File: config.mk
export PLATFORM = sky130hd
export DESIGN_NAME = imm_extend_pipe
export DESIGN_NICKNAME = d
export VERILOG_FILES = /design/src/rtl/imm_extend_pipe_pkg.sv /design/src/rtl/imm_extend_pipe_decode.sv /design/src/rtl/imm_extend_pipe.sv
export SDC_FILE = /design/constraint.sdc
export NUM_CORES = 1
export LEC_CHECK = 0
export ABC_AREA = 1
export BUFFER_PORTS_ARGS = -buffer_cell sky130_fd_sc_hd__buf_2
export CORE_ASPECT_RATIO = 0.7
export CORE_MARGIN = 3
export CORE_UTILIZATION = 40
export DETAILED_ROUTE_END_ITERATION = 10
export HOLD_SLACK_MARGIN = 0.1
export PLACE_DENSITY = 0.65
export SYNTH_ARGS = -nofsm -noshare
export SYNTH_HDL_FRONTEND = slang
export SYNTH_HIERARCHICAL = 1
export SYNTH_SLANG_ARGS = --single-unit
File: constraint.sdc
create_clock -name CLK -period 1.35 [get_ports CLK]
set_input_delay 0.0675 -clock CLK [delete_from_list [all_inputs] [get_ports CLK]]
set_output_delay 0.0675 -clock CLK [all_outputs]
set_load 0.1 [all_outputs]
File: src/rtl/imm_extend_pipe_pkg.sv
// Shared ImmSel encodings and the legality rule used by both the
// stage-1 error counter and the stage-2 decoder.
package imm_extend_pipe_pkg;

    typedef enum logic [2:0] {
        IMM_I  = 3'd0,
        IMM_D  = 3'd1,
        IMM_B  = 3'd2,
        IMM_CB = 3'd3,
        IMM_IW = 3'd4
    } imm_sel_e;

    // hw is Inst[22:21]; a 32-bit result cannot hold an IW shifted by 32 or 48.
    function automatic logic imm_illegal(input logic [2:0] sel,
                                         input logic [1:0] hw,
                                         input int         data_w);
        logic ill;
        ill = 1'b0;
        if (sel > IMM_IW)
            ill = 1'b1;
        else if (sel == IMM_IW && data_w == 32 && hw[1])
            ill = 1'b1;
        return ill;
    endfunction

endpackage

File: src/rtl/imm_extend_pipe_decode.sv
// Combinational LEGv8 immediate extractor feeding the stage-2 register.
module imm_decode
    import imm_extend_pipe_pkg::*;
#(
    parameter int DATA_W   = 64,
    parameter int BR_SHIFT = 0
) (
    input  logic [25:0]       inst_i,
    input  logic [2:0]        sel_i,
    output logic [DATA_W-1:0] imm_o,
    output logic              err_o
);

    logic [63:0] ext;
    logic        unused_ext;

    // Build the full 64-bit value, then truncate to the configured width.
    always_comb begin
        ext   = '0;
        err_o = imm_illegal(sel_i, inst_i[22:21], DATA_W);
        case (sel_i)
            IMM_I:   ext = {52'b0, inst_i[21:10]};
            IMM_D:   ext = {{55{inst_i[20]}}, inst_i[20:12]};
            IMM_B:   ext = {{38{inst_i[25]}}, inst_i[25:0]};
            IMM_CB:  ext = {{45{inst_i[23]}}, inst_i[23:5]};
            IMM_IW:  ext = {48'b0, inst_i[20:5]} << {inst_i[22:21], 4'b0};
            default: ext = '0;
        endcase
        if (BR_SHIFT == 1 && (sel_i == IMM_B || sel_i == IMM_CB))
            ext = ext << 2;
        if (err_o)
            ext = '0;
    end

    assign imm_o      = ext[DATA_W-1:0];
    assign unused_ext = ^ext;

endmodule

File: src/rtl/imm_extend_pipe.sv
// Two-stage valid/ready pipeline: stage 1 holds the raw instruction,
// stage 2 holds the decoded immediate; counts accepted illegal selects.
module imm_extend_pipe
    import imm_extend_pipe_pkg::*;
#(
    parameter int DATA_W   = 64,
    parameter int BR_SHIFT = 0,
    parameter int ERRCNT_W = 16
) (
    input  logic                CLK,
    input  logic                resetl,
    input  logic [31:0]         Inst,
    input  logic [2:0]          ImmSel,
    input  logic                in_valid,
    output logic                in_ready,
    output logic [DATA_W-1:0]   BusImm,
    output logic                imm_err,
    output logic                out_valid,
    input  logic                out_ready,
    output logic [ERRCNT_W-1:0] err_count
);

    logic                s1_vld_q;
    logic [25:0]         s1_inst_q;
    logic [2:0]          s1_sel_q;
    logic                s2_vld_q;
    logic [DATA_W-1:0]   imm_q, imm_d;
    logic                err_q, err_d;
    logic [ERRCNT_W-1:0] errcnt_q, errcnt_d;
    logic                s1_adv, in_xfer, in_illegal;
    logic                unused_opc;

    assign s1_adv     = !s2_vld_q || out_ready;
    assign in_ready   = !s1_vld_q || s1_adv;
    assign in_xfer    = in_valid && in_ready;
    assign in_illegal = imm_illegal(ImmSel, Inst[22:21], DATA_W);
    // Opcode bits never influence the immediate, so stage 1 keeps only [25:0].
    assign unused_opc = ^Inst[31:26];

    imm_decode #(
        .DATA_W   (DATA_W),
        .BR_SHIFT (BR_SHIFT)
    ) u_dec (
        .inst_i (s1_inst_q),
        .sel_i  (s1_sel_q),
        .imm_o  (imm_d),
        .err_o  (err_d)
    );

    always_comb begin
        errcnt_d = errcnt_q;
        if (in_xfer && in_illegal && errcnt_q != '1)
            errcnt_d = errcnt_q + ERRCNT_W'(1);
    end

    always_ff @(posedge CLK or negedge resetl) begin
        if (!resetl) begin
            s1_vld_q  <= 1'b0;
            s1_inst_q <= '0;
            s1_sel_q  <= '0;
            s2_vld_q  <= 1'b0;
            imm_q     <= '0;
            err_q     <= 1'b0;
            errcnt_q  <= '0;
        end else begin
            if (in_ready)
                s1_vld_q <= in_valid;
            if (in_xfer) begin
                s1_inst_q <= Inst[25:0];
                s1_sel_q  <= ImmSel;
            end
            // Stage 2 only reloads when it is free or being drained.
            if (s1_adv) begin
                s2_vld_q <= s1_vld_q;
                if (s1_vld_q) begin
                    imm_q <= imm_d;
                    err_q <= err_d;
                end
            end
            errcnt_q <= errcnt_d;
        end
    end

    assign BusImm    = imm_q;
    assign imm_err   = err_q;
    assign out_valid = s2_vld_q;
    assign err_count = errcnt_q;

endmodule

Word level (Yosys, flattened, before mapping)
Cells that the tools add are included.
{ "totals": {"ff_bits": 112, "inputBits": 39} }
{ "classes": {"n_addsub": 1, "magnitude_cmp": 2, "shift": 1, "eq_ne": 5, "muxes": 4, "reduce_logical": 9} }
{ "op_table": {"columns": ["cell", "n"], "rows": [
  ["case mux 64 bit (5 select lines)", 1],
  ["2-to-1 mux 64 bit", 1],
  ["<< shifter 16 x 6 -> 64 bit", 1],
  ["adder 16 x 1 -> 16 bit (second input constant)", 1],
  ["!= test 16 bit (second input constant)", 1],
  ["== test 3 x 2 -> 1 bit (second input constant)", 2],
  ["> comparator 3 bit (second input constant)", 2],
  ["== test 3 x 1 -> 1 bit (second input constant)", 1],
  ["== test 3 bit (second input constant)", 1],
  ["logical AND 1 bit", 3],
  ["zero test 3 bit", 1],
  ["zero test 1 bit", 2],
  ["logical OR 1 bit", 2],
  ["2-to-1 mux 1 bit", 2],
  ["AND reduction 2 bit", 1]
]} }

Longest topological paths before layout
{ "depth": {"word_depth": 6, "depth_mapped": 9, "depth_no_buf": 9} }

By module
The synthesis kept the hierarchy.
{ "by_module_without_submodules": {"columns": ["module", "cells_per_inst", "seq_area_each_um2", "n_inst", "area_per_inst_um2"], "rows": [
  ["imm_extend_pipe", 409, 2802.7, 1, 4590.7],
  ["imm_decode", 358, 0.0, 1, 1680.4]
]} }

Least setup slack after synthesis
No wires, ideal clock.
{ "synth_path": {"path_type": "register to register", "start": "register s2_vld_q, in the netlist out_valid", "end": "register s1_inst_q[15]", "required_ns": 1.234, "slack_ns": -1.699, "stages_incl_launch_ff": 8, "arrival_ns": 2.933, "path_buffers": 2, "path_cell_list": "dfrtp_1 > nand3_1 > nand2_1 > inv_1 > buf_2 > buf_4 > nand2_1 > nand2_1"} }
{ "synth_via": {"elab_chain_len": 4} }
{ "synth_lines": {"columns": ["element", "line_no", "rtl"], "rows": [
  ["start: declaration", "imm_extend_pipe.sv:26", "logic s2_vld_q;"],
  ["start signal: assignment", "imm_extend_pipe.sv:74", "s2_vld_q <= s1_vld_q;"],
  ["zero test 1 bit", "imm_extend_pipe.sv:33", "assign s1_adv = !s2_vld_q || out_ready;"],
  ["logical OR 1 bit", "imm_extend_pipe.sv:33", null],
  ["logical OR 1 bit", "imm_extend_pipe.sv:34", "assign in_ready = !s1_vld_q || s1_adv;"],
  ["via in_ready", "imm_extend_pipe.sv:15", "output logic in_ready,"],
  ["logical AND 1 bit", "imm_extend_pipe.sv:35", "assign in_xfer = in_valid && in_ready;"],
  ["end signal: assignment", "imm_extend_pipe.sv:69", "s1_inst_q <= Inst[25:0];"],
  ["end: declaration", "imm_extend_pipe.sv:24", "logic [25:0] s1_inst_q;"]
]} }
The timed path passes the listed nets, and every way through them passes these cells.
A chain may end at the register's enable or synchronous reset.

Worst setup path in the final report
{ "layout_path": {"start": "register s1_sel_q[2]", "end": "register imm_q[45], in the netlist BusImm[45]"} }
{ "layout_via": {"elab_chain_len": 3, "word_cells_on_any_way": 9, "cone_classes": "1 x order compare; 4 x eq/ne; 3 x mux; 1 x reduce/logical"} }
{ "layout_lines": {"columns": ["element", "line_no", "rtl"], "rows": [
  ["start: declaration", "imm_extend_pipe.sv:25", "logic [2:0] s1_sel_q;"],
  ["start signal: assignment", "imm_extend_pipe.sv:70", "s1_sel_q <= ImmSel;"],
  ["> comparator 3 bit (tied with other cells)", "imm_extend_pipe_pkg.sv:19", "if (sel > IMM_IW)"],
  ["2-to-1 mux 1 bit or case mux 64 bit (5 select lines) (tied branches)", "imm_extend_pipe_pkg.sv:19, imm_extend_pipe_decode.sv:21", null],
  ["2-to-1 mux 64 bit (*)", "imm_extend_pipe_decode.sv:31", "if (err_o)"],
  ["via imm_d[45]", "imm_extend_pipe.sv:27", "logic [DATA_W-1:0] imm_q, imm_d;"],
  ["end signal: assignment", "imm_extend_pipe.sv:76", "imm_q <= imm_d;"],
  ["end: declaration", "imm_extend_pipe.sv:27", null]
]} }
Mark *: on every way through the listed nets, which the timed path passes. The rest lies on a longest branch.

==> results.json <==
{
  "run_status": "complete, but fails checks",
  "violations": "setup timing",
  "path_clk_slew_ns": 0.08,
  "critPathMostFrequentCell": "sky130_fd_sc_hd__buf_6",
  "synth_top_family_by_area": "simple AND/OR/NAND/NOR gates",
  "ios": 122,
  "worstSetupStartpointType": "flop",
  "power.share.clock_pct": 16.4,
  "final_routed_wirelength_um": 18900,
  "netlist_instances": 767,
  "final_antenna_diode_count": 0,
  "setup_repair_after_global_routing_missed_its_margin": "yes",
  "post_synth_num_cell_types": 30,
  "post_synth_instance_area_mm2": 0.00627,
  "die_area_mm2": 0.0172,
  "synthSimpleGateAreaFrac_pct": 32.5,
  "final_net_count": 1011,
  "post_synth.cell_area_avg_um2": 8.18,
  "routed-via-count": 5896,
  "post_layout_nonfiller_instances": 1171,
  "power.switching_fraction_pct": 53.2,
  "critical_path.cell_chain": "buf_6 -> buf_6 -> nand3_4 -> buf_6 -> nor2_1 -> nor2_1 -> nand2_2 -> mux2_2",
  "critical-path-slowest-cell": "sky130_fd_sc_hd__dfrtp_1",
  "gr-usage-all-layers_pct": 21.9,
  "via_per_inst": 5.04,
  "count_of_nets_left_with_antenna_violations_after_detail_routing": 0,
  "synthAdderAreaFrac_pct": 0.200,
  "synth_compound_area_share_pct": 1.60,
  "critPathRequiredTime_ns": 1.60,
  "core_mm2": 0.0150,
  "register_to_register_path_setup_slack_ns": -0.18,
  "hold_endpoint": "out_valid",
  "yosysWarningCount": 6,
  "min-delay-path-class": "in2reg",
  "critical_path.reg2reg.startpoint": "s1_sel_q[2]",
  "post_synth_mux_area_share_pct": 11.7,
  "ir_drop_v": 0.00156,
  "tritoncts.num_buffers": 9,
  "critical_path.max_fanout": 6,
  "max_slew.worst_pin.slew_ns": 0.506,
  "initial_antenna_violation_count": 0,
  "hold_violations": 0,
  "finalClockSkew_ns": 0.0132,
  "arrival_ns": 1.78,
  "gp_routability_congestion": 0.911,
  "cts_num_sinks": 112,
  "sequentialPowerShare_pct": 28.6,
  "ctsRootBufferMaster": "sky130_fd_sc_hd__clkbuf_16",
  "number_of_max_cap_violations": 0,
  "initial_core_util_pct": 41.8,
  "leakagePower_uw": 0.00483,
  "insertion_delay_ns": 0.36,
  "netSwitchingPower_uw": 9110,
  "drtPass1Iterations": 5,
  "placed_cell_areas_mm2": 0.00757,
  "drt_first_iter_violations": 504,
  "pd_cells_mw_per_mm2": 1910,
  "yosys.area_share.xor_xnor_pct": 0.978,
  "share_comb_of_total_power_pct": 55.0,
  "grt_max_degree": 33,
  "final_setup_slack_of_the_worst_path_ns": -0.183,
  "yosys_register_bits": 112,
  "critPathCaptureType": "flop",
  "detail_route.wl_per_cell_um": 16.2,
  "first_global_vias": 5666,
  "layout-area-overhead-vs-synth_pct": 43.1,
  "worst_slew_margin_rel_pct": 66.5,
  "buffer_ports.inserted": 115,
  "hpwl_detailed_um": 13000,
  "syn-num-nets": 807,
  "dieWidth_um": 156,
  "critical_path.reg2reg.endpoint": "BusImm[45]",
  "fp.dieH_um": 111,
  "placed_cells": 1102,
  "gr-total-overflow": 0,
  "ys_seq_area_share_pct": 44.7,
  "maximum_achievable_frequency_mhz": 652,
  "finalCritPeriodShare_pct": 114,
  "final_area_mm2": 0.00897,
  "timing.critical_path.slowest_cell_delay_ns": 0.44,
  "h-tree-depth": 3,
  "cts_buffer_depth": 2,
  "min_from": "out_ready",
  "wire_length_of_the_first_global_routing_pass_um": 30000,
  "critical_path_class": "reg2reg",
  "cellInternalPower_uw": 8000,
  "std_cell_rows": 37,
  "fin_crit_ns": 1.53,
  "cts_tree": "built",
  "drc": 0,
  "finalMaxSlewViolations": 0,
  "hold_critical_path_depth": 4,
  "timing.final.setup_violations": 79,
  "share_of_post_route_cells_with_drive_strength_above_1_pct": 42.9,
  "r2r.worst_path.cells": 8
}
-- power groups by stage --
stage | registers (uW) | clock network, uW | logic (uW)
2_1_floorplan | 9720 | 0 | 2020
3_3_place_gp | 4910 | 0 | 8550
3_5_place_dp | 4920 | 0 | 8620
4_1_cts | 4880 | 2830 | 9120
5_1_grt | 5010 | 2970 | 9790
6_report | 4900 | 2810 | 9400
-- flip-flops by register name, indices dropped and copies added, names as in the netlist --
name,flops
err_count,16
out_valid,1
s1_vld_q,1
s1_sel_q,3
s1_inst_q,26
BusImm,64
imm_err,1
-- cell families after synthesis --
family,Yosys count
mux,65
simple gates,470
compound gates,14
flops,112
fa+ha+maj,1
buf+inv,98
xor+xnor,7
-- through the flow --
stage	TNS (ns)	worst slack, ns	utilization [%]	hold slack [ns]	total power [uW]
6_report	-10.32	-0.183	59.8	0.100	17100
3_3_place_gp	-12.94	-0.232	50.5	0.0379	13500
5_1_grt	-15.77	-0.252	59.8	0.121	17800
2_1_floorplan	-24.54	-0.355	-	-0.228	11700
4_1_cts	-10.17	-0.181	57.5	0.0789	16800
3_5_place_dp	-15.26	-0.287	50.5	0.0418	13500
-- how the worst max path moves through the flow --
stage	from	end	slack, ns	cells after the start
3_3_place_gp	s1_sel_q[1]	BusImm[18]	-0.23	7
3_5_place_dp	s1_sel_q[0]	BusImm[51]	-0.29	6
5_1_grt	s1_sel_q[2]	BusImm[48]	-0.25	8
2_1_floorplan	out_valid	err_count[2]	-0.35	7
4_1_cts	s1_sel_q[2]	BusImm[8]	-0.18	8
6_report	s1_sel_q[2]	BusImm[45]	-0.18	8
-- critical path, delay by kind of cell, from the launching register on --
kind                   cells  cell delay [ns]
flip-flops                 1             0.44
buffers and inverters      3             0.41
AND/OR/NAND/NOR            4             0.34
multiplexers               1             0.25
-- layer usage --
| metal | wire length (um) | global-route usage, % |
|---|---|---|
| met5 | 0 | 0 |
| met4 | 147 | 4.14 |
| met3 | 1210 | 3.90 |
| met2 | 8510 | 32.2 |
| met1 | 9080 | 33.8 |
-- what timing repair did --
item | CTS | global route
buffers inserted | 11 | 6
hold endpoints to repair | 142 | 0
hold buffers | 31 | 0
endpoints found under the setup margin | 82 | 101
resized for setup | 72 | 89
pin swaps | 17 | 17
cloned | 5 | 0
-- cell usage after synthesis, drive strengths merged --
master / instances / share of area [%]
xnor2: 5 / 0.70
a21oi: 2 / 0.16
dfrtp: 112 / 45
nand3: 84 / 7.7
o21ai: 12 / 1.4
nor2: 109 / 7.2
nand4: 11 / 1.1
clkbuf: 4 / 0.24
ha: 1 / 0.20
nand3b: 1 / 0.12
or2: 4 / 0.40
mux2: 65 / 12
inv: 60 / 3.7
xor2: 2 / 0.28
nand2: 261 / 16
buf: 34 / 4.4
-- cell type report --
cell class / count / area [um2]
timing repair buffer: 230 / 1980
timing repair inverter: 1 / 11.3
fill: 1328 / 6030
clock buffer: 10 / 229
tap: 195 / 244
sequential: 112 / 2840
inverter: 60 / 253
multi-input combinational: 557 / 3340
clock inverter: 6 / 72.6
-- cells in the final DEF (no fill, tap or decap), types with 5 or more instances in the layout --
cell type,n
sky130_fd_sc_hd__nand2_1,216
sky130_fd_sc_hd__buf_2,103
sky130_fd_sc_hd__dfrtp_1,92
sky130_fd_sc_hd__nor2_1,83
sky130_fd_sc_hd__nand3_1,62
sky130_fd_sc_hd__mux2_2,59
sky130_fd_sc_hd__inv_1,49
sky130_fd_sc_hd__buf_4,45
sky130_fd_sc_hd__nand2_2,32
sky130_fd_sc_hd__dlygate4sd3_1,31
sky130_fd_sc_hd__buf_12,22
sky130_fd_sc_hd__buf_6,18
sky130_fd_sc_hd__nor2_2,17
sky130_fd_sc_hd__dfrtp_2,16
sky130_fd_sc_hd__nand3_2,16
sky130_fd_sc_hd__nand2_4,11
sky130_fd_sc_hd__nand4_1,11
sky130_fd_sc_hd__nor2_4,9
sky130_fd_sc_hd__clkbuf_16,9
sky130_fd_sc_hd__nand3_4,6
sky130_fd_sc_hd__mux2_4,6
sky130_fd_sc_hd__inv_2,5
sky130_fd_sc_hd__o21ai_2,5
sky130_fd_sc_hd__clkbuf_4,5
(Power assumes the default switching activity.)
